File: src/rtl/key_encoder8_3.sv
// Debounced 8-key priority encoder: reports the lowest-numbered pressed key.
// Latency: input sampled by sync1 at edge E -> stable at E+DB_CYCLES+1, outputs at E+DB_CYCLES+2.
// Backpressure: none; free-running, key_press is a one-cycle event pulse.
//
// Ports:
//   clk        single clock, rising edge
//   rst        synchronous active-high reset
//   key_n[7:0] asynchronous active-low key lines (bit i low = key i pressed)
//   code[2:0]  registered index of the highest-priority (lowest-numbered) pressed key
//   key_valid  registered, high while any debounced key is pressed
//   key_press  registered one-cycle pulse on each new code event
//   multi      registered, high while two or more debounced keys are pressed
module key_encoder8_3 #(
    parameter int DB_CYCLES = 1000000,
    parameter int CNT_W     = 20
) (
    input  logic       clk,
    input  logic       rst,
    input  logic [7:0] key_n,
    output logic [2:0] code,
    output logic       key_valid,
    output logic       key_press,
    output logic       multi
);

    // The cycle that loads a new candidate already counts as the first
    // stable sample, so acceptance comes after DB_CYCLES equal samples of
    // sync2 rather than DB_CYCLES+1.
    localparam logic [CNT_W-1:0] CNT_LAST = CNT_W'(DB_CYCLES - 2);

    typedef enum logic {
        IDLE    = 1'b0,
        PRESSED = 1'b1
    } state_t;

    logic [7:0]       sync1;
    logic [7:0]       sync2;
    logic [7:0]       candidate;
    logic [7:0]       stable;
    logic [CNT_W-1:0] cnt;

    state_t           state;
    state_t           state_nxt;
    logic [2:0]       code_nxt;
    logic             press_nxt;

    logic [2:0]       win;
    logic [3:0]       nzero;
    logic             any_pressed;

    // Synchronizer and debouncer. The counter saturates at CNT_LAST so a
    // long-held vector never wraps and re-triggers.
    always_ff @(posedge clk) begin
        if (rst) begin
            sync1     <= 8'hFF;
            sync2     <= 8'hFF;
            candidate <= 8'hFF;
            stable    <= 8'hFF;
            cnt       <= '0;
        end else begin
            sync1 <= key_n;
            sync2 <= sync1;
            if (sync2 != candidate) begin
                candidate <= sync2;
                cnt       <= '0;
            end else if (cnt == CNT_LAST) begin
                stable <= candidate;
            end else begin
                cnt <= cnt + 1'b1;
            end
        end
    end

    // Lowest-numbered low bit wins: scan from bit 7 down so bit 0 lands last.
    always_comb begin
        win = 3'd0;
        for (int i = 7; i >= 0; i--) begin
            if (!stable[i]) begin
                win = 3'(i);
            end
        end
    end

    always_comb begin
        nzero = 4'd0;
        for (int i = 0; i < 8; i++) begin
            nzero = nzero + {3'b000, ~stable[i]};
        end
    end

    assign any_pressed = (stable != 8'hFF);

    always_comb begin
        state_nxt = state;
        code_nxt  = code;
        press_nxt = 1'b0;
        case (state)
            IDLE: begin
                if (any_pressed) begin
                    code_nxt  = win;
                    press_nxt = 1'b1;
                    state_nxt = PRESSED;
                end
            end
            PRESSED: begin
                if (!any_pressed) begin
                    state_nxt = IDLE;
                end else if (win != code) begin
                    code_nxt  = win;
                    press_nxt = 1'b1;
                end
            end
            default: begin
                state_nxt = IDLE;
            end
        endcase
    end

    always_ff @(posedge clk) begin
        if (rst) begin
            state     <= IDLE;
            code      <= 3'd0;
            key_press <= 1'b0;
            key_valid <= 1'b0;
            multi     <= 1'b0;
        end else begin
            state     <= state_nxt;
            code      <= code_nxt;
            key_press <= press_nxt;
            key_valid <= any_pressed;
            multi     <= (nzero >= 4'd2);
        end
    end

endmodule

File: config.mk
export PLATFORM = sky130hd
export DESIGN_NAME = key_encoder8_3
export DESIGN_NICKNAME = d
export VERILOG_FILES = /design/src/rtl/key_encoder8_3.sv
export SDC_FILE = /design/constraint.sdc
export NUM_CORES = 1
export LEC_CHECK = 0
export BUFFER_PORTS_ARGS = -buffer_cell sky130_fd_sc_hd__buf_2
export CORE_UTILIZATION = 40
export DETAILED_ROUTE_END_ITERATION = 7
export PLACE_DENSITY = 0.64
export RECOVER_POWER = 50
export SLEW_MARGIN = 10
export SYNTH_ARGS = -nofsm -noshare
export SYNTH_HDL_FRONTEND = slang
export SYNTH_SLANG_ARGS = --single-unit
File: constraint.sdc
create_clock -name clk -period 4.9 [get_ports clk]
set_input_delay 0.735 -clock clk [delete_from_list [all_inputs] [get_ports clk]]
set_output_delay 0.735 -clock clk [all_outputs]
set_load 0.02 [all_outputs]
# Word level (Yosys, flattened, before mapping)
# Index checks and enable logic that the tools add are counted.
word_totals:
  register_bits: 59
  inputBits: 10
  output_inout_bits: 6
  wordCells: 55
op_classes:
  add_sub_neg: 8
  n_lt_le_gt_ge: 1
  eq_ne: 7
  n_mux: 16
  bitwise_logic: 10
  n_reduce_logical: 3
ops:
  columns: ["operator", "n"]
  rows:
  - ["two-way mux 3 bit", 11]
  - ["adder 20 x 1 -> 20 bit (second input constant)", 1]
  - ["== test 20 bit (second input constant)", 1]
  - ["adder 4 x 1 -> 4 bit", 4]
  - ["NOT 1 bit", 10]
  - ["inequality test 8 bit", 1]
  - ["inequality test 8 bit (second input constant)", 1]
  - ["one-hot mux 3 bit (2 select lines)", 1]
  - ["adder 3 x 1 -> 4 bit", 1]
  - ["greater-or-equal comparator 4 x 2 -> 1 bit (second input constant)", 1]
  - ["inequality test 2 x 1 -> 1 bit (second input constant)", 2]
  - ["adder 2 x 1 -> 3 bit", 1]
  - ["two-way mux 1 bit", 3]
  - ["inequality test 3 bit", 1]
  - ["AND reduction 3 bit", 1]
  - ["adder 1 x 1 -> 2 bit", 1]
  - ["inequality test 2 bit (second input constant)", 1]
  - ["one-hot mux 1 bit (2 select lines)", 1]
  - ["AND reduction 2 bit", 1]
  - ["OR reduction 2 bit", 1]

# Longest topological paths before layout
# Gate-level depths: netlist of the first run.
logic_depth:
  depth_word: 12
  depth_mapped: 9
  depth_no_buf: 9

# Worst setup path after synthesis of the first run
# No wires, ideal clock.
synth_path:
  path_kind: "flip-flop to flip-flop"
  from: "reg stable[0]"
  to: "reg multi"
  setup_time_ps: 126
  t_arrival_ps: 2667
  required_ps: 4774
  slack_ps: 2107
  stages_incl_launch_ff: 9
  n_path_buf: 0
  synth_period_minus_slack_ps: 2793
  path_cell_list: "dfxtp_1 inv_1 fa_1 fa_1 fa_1 ha_1 fa_1 o21ai_0 a21oi_1"
synth_between:
  elab_chain_cells: 9
synth_lines:
  columns: ["element", "line_no", "text"]
  rows:
  - ["start, declared", "39", "logic [7:0] stable;"]
  - ["start signal, assigned", "67", "stable <= candidate;"]
  - ["NOT 1 bit", "87", "nzero = nzero + {3'b000, ~stable[i]};"]
  - ["adder 1 x 1 -> 2 bit", "87", null]
  - ["adder 2 x 1 -> 3 bit", "87", null]
  - ["adder 3 x 1 -> 4 bit", "87", null]
  - ["adder 4 x 1 -> 4 bit (4 in series)", "87", null]
  - ["greater-or-equal comparator 4 x 2 -> 1 bit", "131", "multi <= (nzero >= 4'd2);"]
  - ["end signal, assigned", "131", null]
  - ["end, declared", "23", "output logic multi"]
# Every way passes these cells.
# A chain may end at the register's enable or synchronous reset.

# Final worst setup path of the first run
# Ends and elaborated chain as after synthesis.

==> flow_summary.json, run 1 <==
{
  "cp.required_ns": 5.07,
  "rsz0062_at_grt": "false",
  "yosys.cell_types.count": 39,
  "wl_per_cell_um": 10.96,
  "nNetsFinal": 291,
  "yosys-top-cells-area": "dfxtp_1 47%, xor2_1 6.8%, or2_2 6.1%, nor2_1 3.8%, fa_1 3.3%",
  "final_cells": 351,
  "std_cell_rows": 28,
  "crit_type": "flop to flop",
  "syn-num-nets": 273,
  "timing.final.crit_share_pct": 60.71,
  "h-tree-depth": 3,
  "grt_overflow": 0,
  "synth_edf_count": 0,
  "gp_congestion": 0.7878,
  "maxSlewViolCount": 0,
  "hold_viol": 0,
  "maxCapViolCount": 0,
  "antenna_left": 0,
  "die-area_um2": 6474,
  "drc": 0,
  "cp.arrival_ns": 3.14,
  "grt_pass1_wl_um": 6589,
  "drt_wl_total_um": 3848,
  "syn_avg_cell_area_um2": 9.733,
  "grt_max_degree": 31,
  "netlist_area_um2": 2462,
  "relSlewSlack_pct": 35.83,
  "fmax_mhz": 336.2,
  "dp_cells": 335,
  "clk_path_buf_depth": 2,
  "synth_commonest_cells": "58 x dfxtp_1, 25 x nor2_1, 24 x or2_2",
  "cts_made_buffers": 9,
  "dieHeight_um": 80.46,
  "ys_ff_latch": 58,
  "ys.flop_type": "dfxtp_1",
  "ios": 16,
  "cts_setup_buffers": 0,
  "vias_per_cell": 4.687,
  "core_area_um2": 5921,
  "synthCells": 253,
  "hold_path_class": "flop to flop",
  "cts_tree": "built",
  "hpwl_um": 2693,
  "cts_hold_buf": 0,
  "worst_slew_pin_slew_ns": 0.9625,
  "diodes": 0,
  "antenna_found_initial": 0,
  "finalSetupViolations": 0,
  "grtUsageTotal_pct": 13.63,
  "period_needed_ns": 2.975,
  "peakVddDrop_mv": 0.1921,
  "ys_seq_area_share_pct": 47.15,
  "clock-sinks": 58,
  "port_buffers": 15,
  "powerDensity_nw_per_um2": 369.8,
  "first_pass_iters": 4,
  "synth_largest_area_cell": "dfxtp_1",
  "yosysWarnings": 0,
  "end_kind": "flop",
  "place_area_um2": 2577,
  "vias": 1645,
  "clkTransAtPathRegs_ns": 0.06,
  "drive_gt1_share_pct": 19.20,
  "outcome": "finished, final reports clean",
  "final_area_um2": 2814,
  "post_cts_resized": 0,
  "clockRootBuffer": "clkbuf_8",
  "initial_utilization_pct": 41.59,
  "path_max_fanout": 5,
  "setup_tns_ns": 0,
  "startpoint_type": "flop",
  "async_reset_ff_share_pct": 0,
  "yosysTopAreaCellShare_pct": 47.15,
  "clk-insertion-delay-late_ns": 0.33,
  "yosys.cell_count.top_type": "dfxtp_1",
  "die_width_um": 80.46,
  "power_leakage_uw": 0.001100,
  "skew_ns": 0.01195,
  "grt_pass1_vias": 1507,
  "drtIter0Drc": 87,
  "area_growth_pct": 14.28
}
where the power goes:
part	internal (µW)	switching, µW
sequential	480	4.31
combinational	11.6	13.5
clock	353	178
total	845	196
layout make-up:
type / count / area (µm²)
fill: 554 / 3107
multi-input combinational: 173 / 1195
sequential: 58 / 1161
clock buffer: 12 / 145.1
clock inverter: 4 / 98.84
tap: 75 / 93.84
timing repair buffer: 15 / 67.56
inverter: 14 / 52.55
cells by family (layout without fill, tap and decap cells):
| logic type | count (synthesis) | count (layout) | synth area share [%] |
|---|---|---|---|
| compound gates | 26 | 26 | 7.673 |
| xor+xnor | 26 | 26 | 9.248 |
| buf+inv | 22 | 45 | 4.319 |
| mux | 1 | 1 | 0.4065 |
| fa+ha+maj | 10 | 10 | 6.301 |
| flops | 58 | 58 | 47.15 |
| simple gates | 110 | 110 | 24.90 |
per-stage QoR:
stage	setup slack, ns	hold WS, ns	power (µW)	utilization (%)
floorplan	2.107	0.3895	513.9	-
global placement	2.041	0.3907	520.6	43.53
detailed placement	1.972	0.3923	520.8	43.53
CTS	1.949	0.4075	1054	47.65
global route	1.725	0.4173	1078	47.53
finish	1.925	0.4076	1040	47.53
flip-flops by register name, indices dropped and copies added, names as in the netlist:
signal,count
multi,1
key_press,1
stable,8
key_valid,1
candidate,8
sync2,8
cnt,20
sync1,8
code,3
worst max-delay path, stage by stage (launching register included):
cell and delay [ns]:
dfxtp_1 0.40, inv_1 0.10, fa_1 0.56, fa_1 0.43
fa_1 0.47, ha_1 0.22, fa_1 0.38, o21ai_0 0.17
a21oi_1 0.08
per-layer routing:
layer / GRT usage, % / part of all wire (%) / vias to the layer above
met5: 0 / 0 / -
met4: 5.893 / 1.9 / 0
met3: 5.795 / 3.7 / 6
met2: 20.85 / 43 / 21
met1: 16.59 / 51 / 731
li1: - / - / 887
cells in the final DEF (no fill, tap or decap), types with 4 or more instances in the layout:
cell type	instances
xor2_1	19
clkbuf_1	8
nor2_1	25
nor4_1	4
nand4_1	5
a21oi_1	6
nand2_1	20
fa_1	4
or2_2	24
o21ai_0	4
clkbuf_8	10
ha_1	6
buf_2	9
xnor2_1	7
nand3_1	9
and3_1	4
o211ai_1	7
dfxtp_1	58
inv_1	14
path summary, 6_finish.rpt:
path                            startpoint  endpoint  slack [ns]  depth (start not counted)
worst min-delay path              sync1[3]  sync2[3]        0.41                          1
worst max register to register   stable[0]     multi        1.93                          8
worst min register to register    sync1[3]  sync2[3]        0.41                          1
worst max-delay path             stable[0]     multi        1.93                          8
(Power assumes the default switching activity.)
==> inputs of run 2 (changes only) <==
==> constraint.sdc (replaced) <==
create_clock -name clk -period 3.1 [get_ports clk]
set_input_delay 0.465 -clock clk [delete_from_list [all_inputs] [get_ports clk]]
set_output_delay 0.465 -clock clk [all_outputs]
set_load 0.02 [all_outputs]
==> run 2 against run 1 <==
  * Largest power group unchanged
  * Core utilization decreased by 0.30 points
  * Cell area decreased by 0.62%
  * Via count increased by 1.8%
  * Sequential power increased by 58%
  * Critical path type unchanged
  * First-iteration DRC count decreased by 13%
  * Highest routed layer unchanged
  * Hold slack got worse by 0.11 ns
==> flow_summary.json, run 2 (synthesis gave the netlist of run 1 again) <==
{
  "maxSlewViolCount": 0,
  "grt_use_met2_pct": 19.58,
  "grtUsageMet1_pct": 16.97,
  "cp.required_ns": 3.31,
  "min_path_cells": 2,
  "std_cell_rows": 28,
  "cts_tree": "built",
  "drc": 0,
  "grtUsageTotal_pct": 13.96,
  "hold_path_class": "input port to flop",
  "vias": 1675,
  "gr-usage-met3_pct": 5.227,
  "power_uw": 1578,
  "place_ws_ns": 0.1817,
  "hold_viol": 0,
  "setup_ws_ns": 0.2112,
  "vias_per_cell": 4.772,
  "power_leakage_uw": 0.001083,
  "top_register": "cnt",
  "clock-sinks": 58,
  "first_pass_iters": 4,
  "cts_setup_buffers": 0,
  "worst_slew_pin_slew_ns": 0.7476,
  "period_needed_ns": 2.889,
  "finalSetupViolations": 0,
  "clockRootBuffer": "clkbuf_8",
  "antenna_left": 0,
  "gp_congestion": 0.7964,
  "final_cell_mix": "57 x dfxtp_1, 25 x nor2_1, 24 x or2_2",
  "fmax_mhz": 346.2,
  "nNetsFinal": 291,
  "h-tree-depth": 3,
  "largest_reg_flops": 20,
  "rsz0062_at_grt": "false",
  "grt-busiest-layer": "met2",
  "cts_made_buffers": 9,
  "setup_tns_ns": 0,
  "grt_overflow": 0,
  "clk_path_buf_depth": 2,
  "clk-insertion-delay-late_ns": 0.34,
  "reg2reg_depth": 8,
  "port_buffers": 15,
  "end_kind": "flop",
  "dieHeight_um": 80.46,
  "maxCapViolCount": 0,
  "clkTransAtPathRegs_ns": 0.07,
  "drive_gt1_share_pct": 20.29,
  "reg2reg_slack_ns": 0.21,
  "peakVddDrop_mv": 0.2898,
  "relSlewSlack_pct": 50.02,
  "diodes": 0,
  "layout_commonest_cell": "dfxtp_1",
  "timing.final.crit_share_pct": 93.19,
  "antenna_found_initial": 0,
  "die-area_um2": 6474,
  "place_area_um2": 2577,
  "drtIter0Drc": 76,
  "core_area_um2": 5921,
  "final_area_um2": 2796,
  "drt_wl_total_um": 3852,
  "outcome": "finished, final reports clean",
  "area_growth_pct": 13.57,
  "initial_utilization_pct": 41.59,
  "powerDensity_nw_per_um2": 564.3,
  "skew_ns": 0.01021,
  "path_max_fanout": 5,
  "startpoint_type": "flop",
  "grt_max_degree": 31,
  "hpwl_um": 2661,
  "crit_type": "flop to flop",
  "grt_pass1_wl_um": 6575,
  "grt_pass1_vias": 1504,
  "die_width_um": 80.46,
  "wl_per_cell_um": 10.97,
  "cp.arrival_ns": 3.10,
  "ios": 16
}
==> run 2: final timing paths <==
kind / startpoint / to
worst max-delay path: stable[0] / multi
worst min-delay path: key_n[4] / sync1[4]
worst max register to register: stable[0] / multi
worst min register to register: sync1[3] / sync2[3]
==> run 2: layer usage <==
metal | up-vias | share of wire [%]
li1 | 882 | -
met1 | 760 | 50
met3 | 9 | 3.8
met2 | 24 | 43
met4 | 0 | 3.1
met5 | - | 0
==> run 2: metrics by stage <==
| step | hold WS, ns | util, % | std cells |
|---|---|---|---|
| after floorplan | 0.3895 | - | 253 |
| after CTS | 0.2836 | 47.34 | 351 |
| after detailed placement | 0.3932 | 43.53 | 335 |
| after global routing | 0.2872 | 47.23 | 351 |
| final | 0.3000 | 47.23 | 351 |
| after global placement | 0.3911 | 43.53 | 335 |
==> run 2: layout make-up <==
type | instances | area (µm²)
clock buffers | 9 | 123.9
clock inverters | 7 | 101.3
fillers | 560 | 3124
inverters | 14 | 52.55
multi-input cells | 173 | 1195
flip-flops and latches | 58 | 1162
well taps | 75 | 93.84
repair buffers | 15 | 67.56
==> run 2: power breakdown <==
part	internal, µW	switching, µW
Sequential	759	6.90
Combinational	18.4	21.4
Clock	457	316
==> run 2: worst max-delay path: stages (launching register included) <==
cell and delay [ns]:
dfxtp_2 0.37, inv_1 0.08, fa_1 0.55, fa_1 0.43, fa_1 0.47, ha_1 0.22
fa_1 0.38, o21ai_0 0.17, a21oi_1 0.08
==> run 2: repair_timing <==
item,4_1_cts,5_1_grt
gates resized for setup,0,1
hold endpoints to repair,0,0
hold buffers,0,0
setup endpoints to repair,0,1
==> inputs of run 3 (changes only) <==
--- a/config.mk
+++ b/config.mk
@@ -6,9 +6,9 @@
 export NUM_CORES = 1
 export LEC_CHECK = 0
 export BUFFER_PORTS_ARGS = -buffer_cell sky130_fd_sc_hd__buf_2
-export CORE_UTILIZATION = 40
+export CORE_UTILIZATION = 46
 export DETAILED_ROUTE_END_ITERATION = 7
-export PLACE_DENSITY = 0.64
+export PLACE_DENSITY = 0.7
 export RECOVER_POWER = 50
 export SLEW_MARGIN = 10
 export SYNTH_ARGS = -nofsm -noshare
==> run 3 against run 2 <==
  * Cell area shrank 0.27%
  * Hold slack gained 0.0073 ns
  * Combinational power is essentially flat
  * Die area shrank 13%
  * Core utilization grew 7.0 points
  * Via count grew 1.9%
  * Maximum frequency shrank 1.3%
  * Register-to-register slack lost 0.04 ns
  * Sequential power is essentially flat
  * Clock skew shrank 0.0031 ns
  * Clock-buffer cell count is the same
  * Global-route usage grew 1.7 points
  * Critical endpoint unchanged
  * Largest cell class unchanged
  * Highest routed layer unchanged
==> flow_summary.json, run 3 (synthesis gave the netlist of run 1 again) <==
{
  "outcome": "finished, final reports clean",
  "setup_tns_ns": 0,
  "startpoint_type": "flop",
  "maxSlewViolCount": 0,
  "vias": 1707,
  "drive_gt1_share_pct": 19.93,
  "antenna_found_initial": 0,
  "area_growth_pct": 13.26,
  "grt_pass1_wl_um": 6596,
  "largest_reg_flops": 20,
  "std_cell_rows": 26,
  "nNetsFinal": 291,
  "path_max_fanout": 5,
  "hold_viol": 0,
  "period_needed_ns": 2.926,
  "end_kind": "flop",
  "final_cell_mix": "58 x dfxtp_1, 25 x nor2_1, 24 x or2_2",
  "regArea_um2": 1161,
  "h-tree-depth": 3,
  "rsz0062_at_grt": "false",
  "drc": 0,
  "cts_made_buffers": 9,
  "die-area_um2": 5650,
  "grt_max_degree": 31,
  "multi_input_comb_area_um2": 1195,
  "layout_commonest_cell": "dfxtp_1",
  "finalSetupViolations": 0,
  "clk-insertion-delay-late_ns": 0.33,
  "initial_utilization_pct": 47.91,
  "maxCapViolCount": 0,
  "peakVddDrop_mv": 0.3769,
  "die_width_um": 75.17,
  "cp.arrival_ns": 3.13,
  "post_cts_resized": 0,
  "whs_ns": 0.3073,
  "clk_path_buf_depth": 2,
  "relSlewSlack_pct": 49.75,
  "cp.required_ns": 3.31,
  "grt_pass1_vias": 1537,
  "vias_per_cell": 4.934,
  "wl_per_cell_um": 11.18,
  "cts_tree": "built",
  "ios": 16,
  "top_register": "cnt",
  "clock-sinks": 58,
  "fmax_mhz": 341.8,
  "cts_hold_buf": 0,
  "core_area_um2": 5140,
  "clkTransAtPathRegs_ns": 0.07,
  "hold_path_class": "input port to flop",
  "grtUsageTotal_pct": 15.70,
  "port_buffers": 15,
  "n_fill_cell": 487,
  "timing.final.crit_share_pct": 94.39,
  "dieHeight_um": 75.17,
  "drtIter0Drc": 112,
  "worst_slew_pin_slew_ns": 0.7516,
  "diodes": 0,
  "hpwl_um": 2618,
  "grt_overflow": 0,
  "clockRootBuffer": "clkbuf_8",
  "crit_type": "flop to flop",
  "drt_wl_total_um": 3870,
  "skew_ns": 0.007068,
  "power_leakage_uw": 0.001084,
  "powerDensity_nw_per_um2": 566.2,
  "final_core_util_pct": 54.26,
  "gp_congestion": 0.8359,
  "cts_setup_buffers": 0,
  "antenna_left": 0,
  "first_pass_iters": 4
}
[run 3: through the flow]
step                power, µW  cell area, µm²  std cells  setup slack [ns]
floorplan               812.3            2462        253            0.3070
CTS                      1595            2796        346            0.1766
detailed placement      823.5            2571        330            0.1825
global route             1642            2789        346           0.04357
global placement        822.7            2571        330            0.2339
finish                   1579            2789        346            0.1739
[run 3: critical path: stages (launching register included)]
cell and delay [ns]:
dfxtp_1 0.39, inv_1 0.10, fa_1 0.56, fa_1 0.43
fa_1 0.47, ha_1 0.22, fa_1 0.38, o21ai_0 0.16
a21oi_1 0.08
[run 3: cell type report]
type	instances	share of cell area (%)
Inverter	14	1.884
Timing Repair Buffer	15	2.423
Tap cell	70	3.140
Clock buffer	9	4.441
Clock inverter	7	3.634
Multi-Input combinational cell	173	42.84
Sequential cell	58	41.63
[run 3: power by group]
part | switching [µW] | internal (µW)
clock network | 315 | 459
registers | 7.07 | 759
logic | 21.4 | 18.4
total | 343 | 1240
[run 3: final timing paths]
check / slack, ns / endpoint / cells past startpoint / from
min reg2reg: 0.41 / sync2[5] / 1 / sync1[5]
min: 0.31 / sync1[7] / 2 / key_n[7]
max: 0.17 / multi / 8 / stable[0]
max reg2reg: 0.17 / multi / 8 / stable[0]
[run 3: routing by layer]
layer	up-vias	global-route usage, %	part of all wire, %
met5	-	0	0
met4	0	9.877	2.6
met3	11	4.418	4.2
met2	39	23.52	44
met1	771	19.98	49
li1	886	-	-
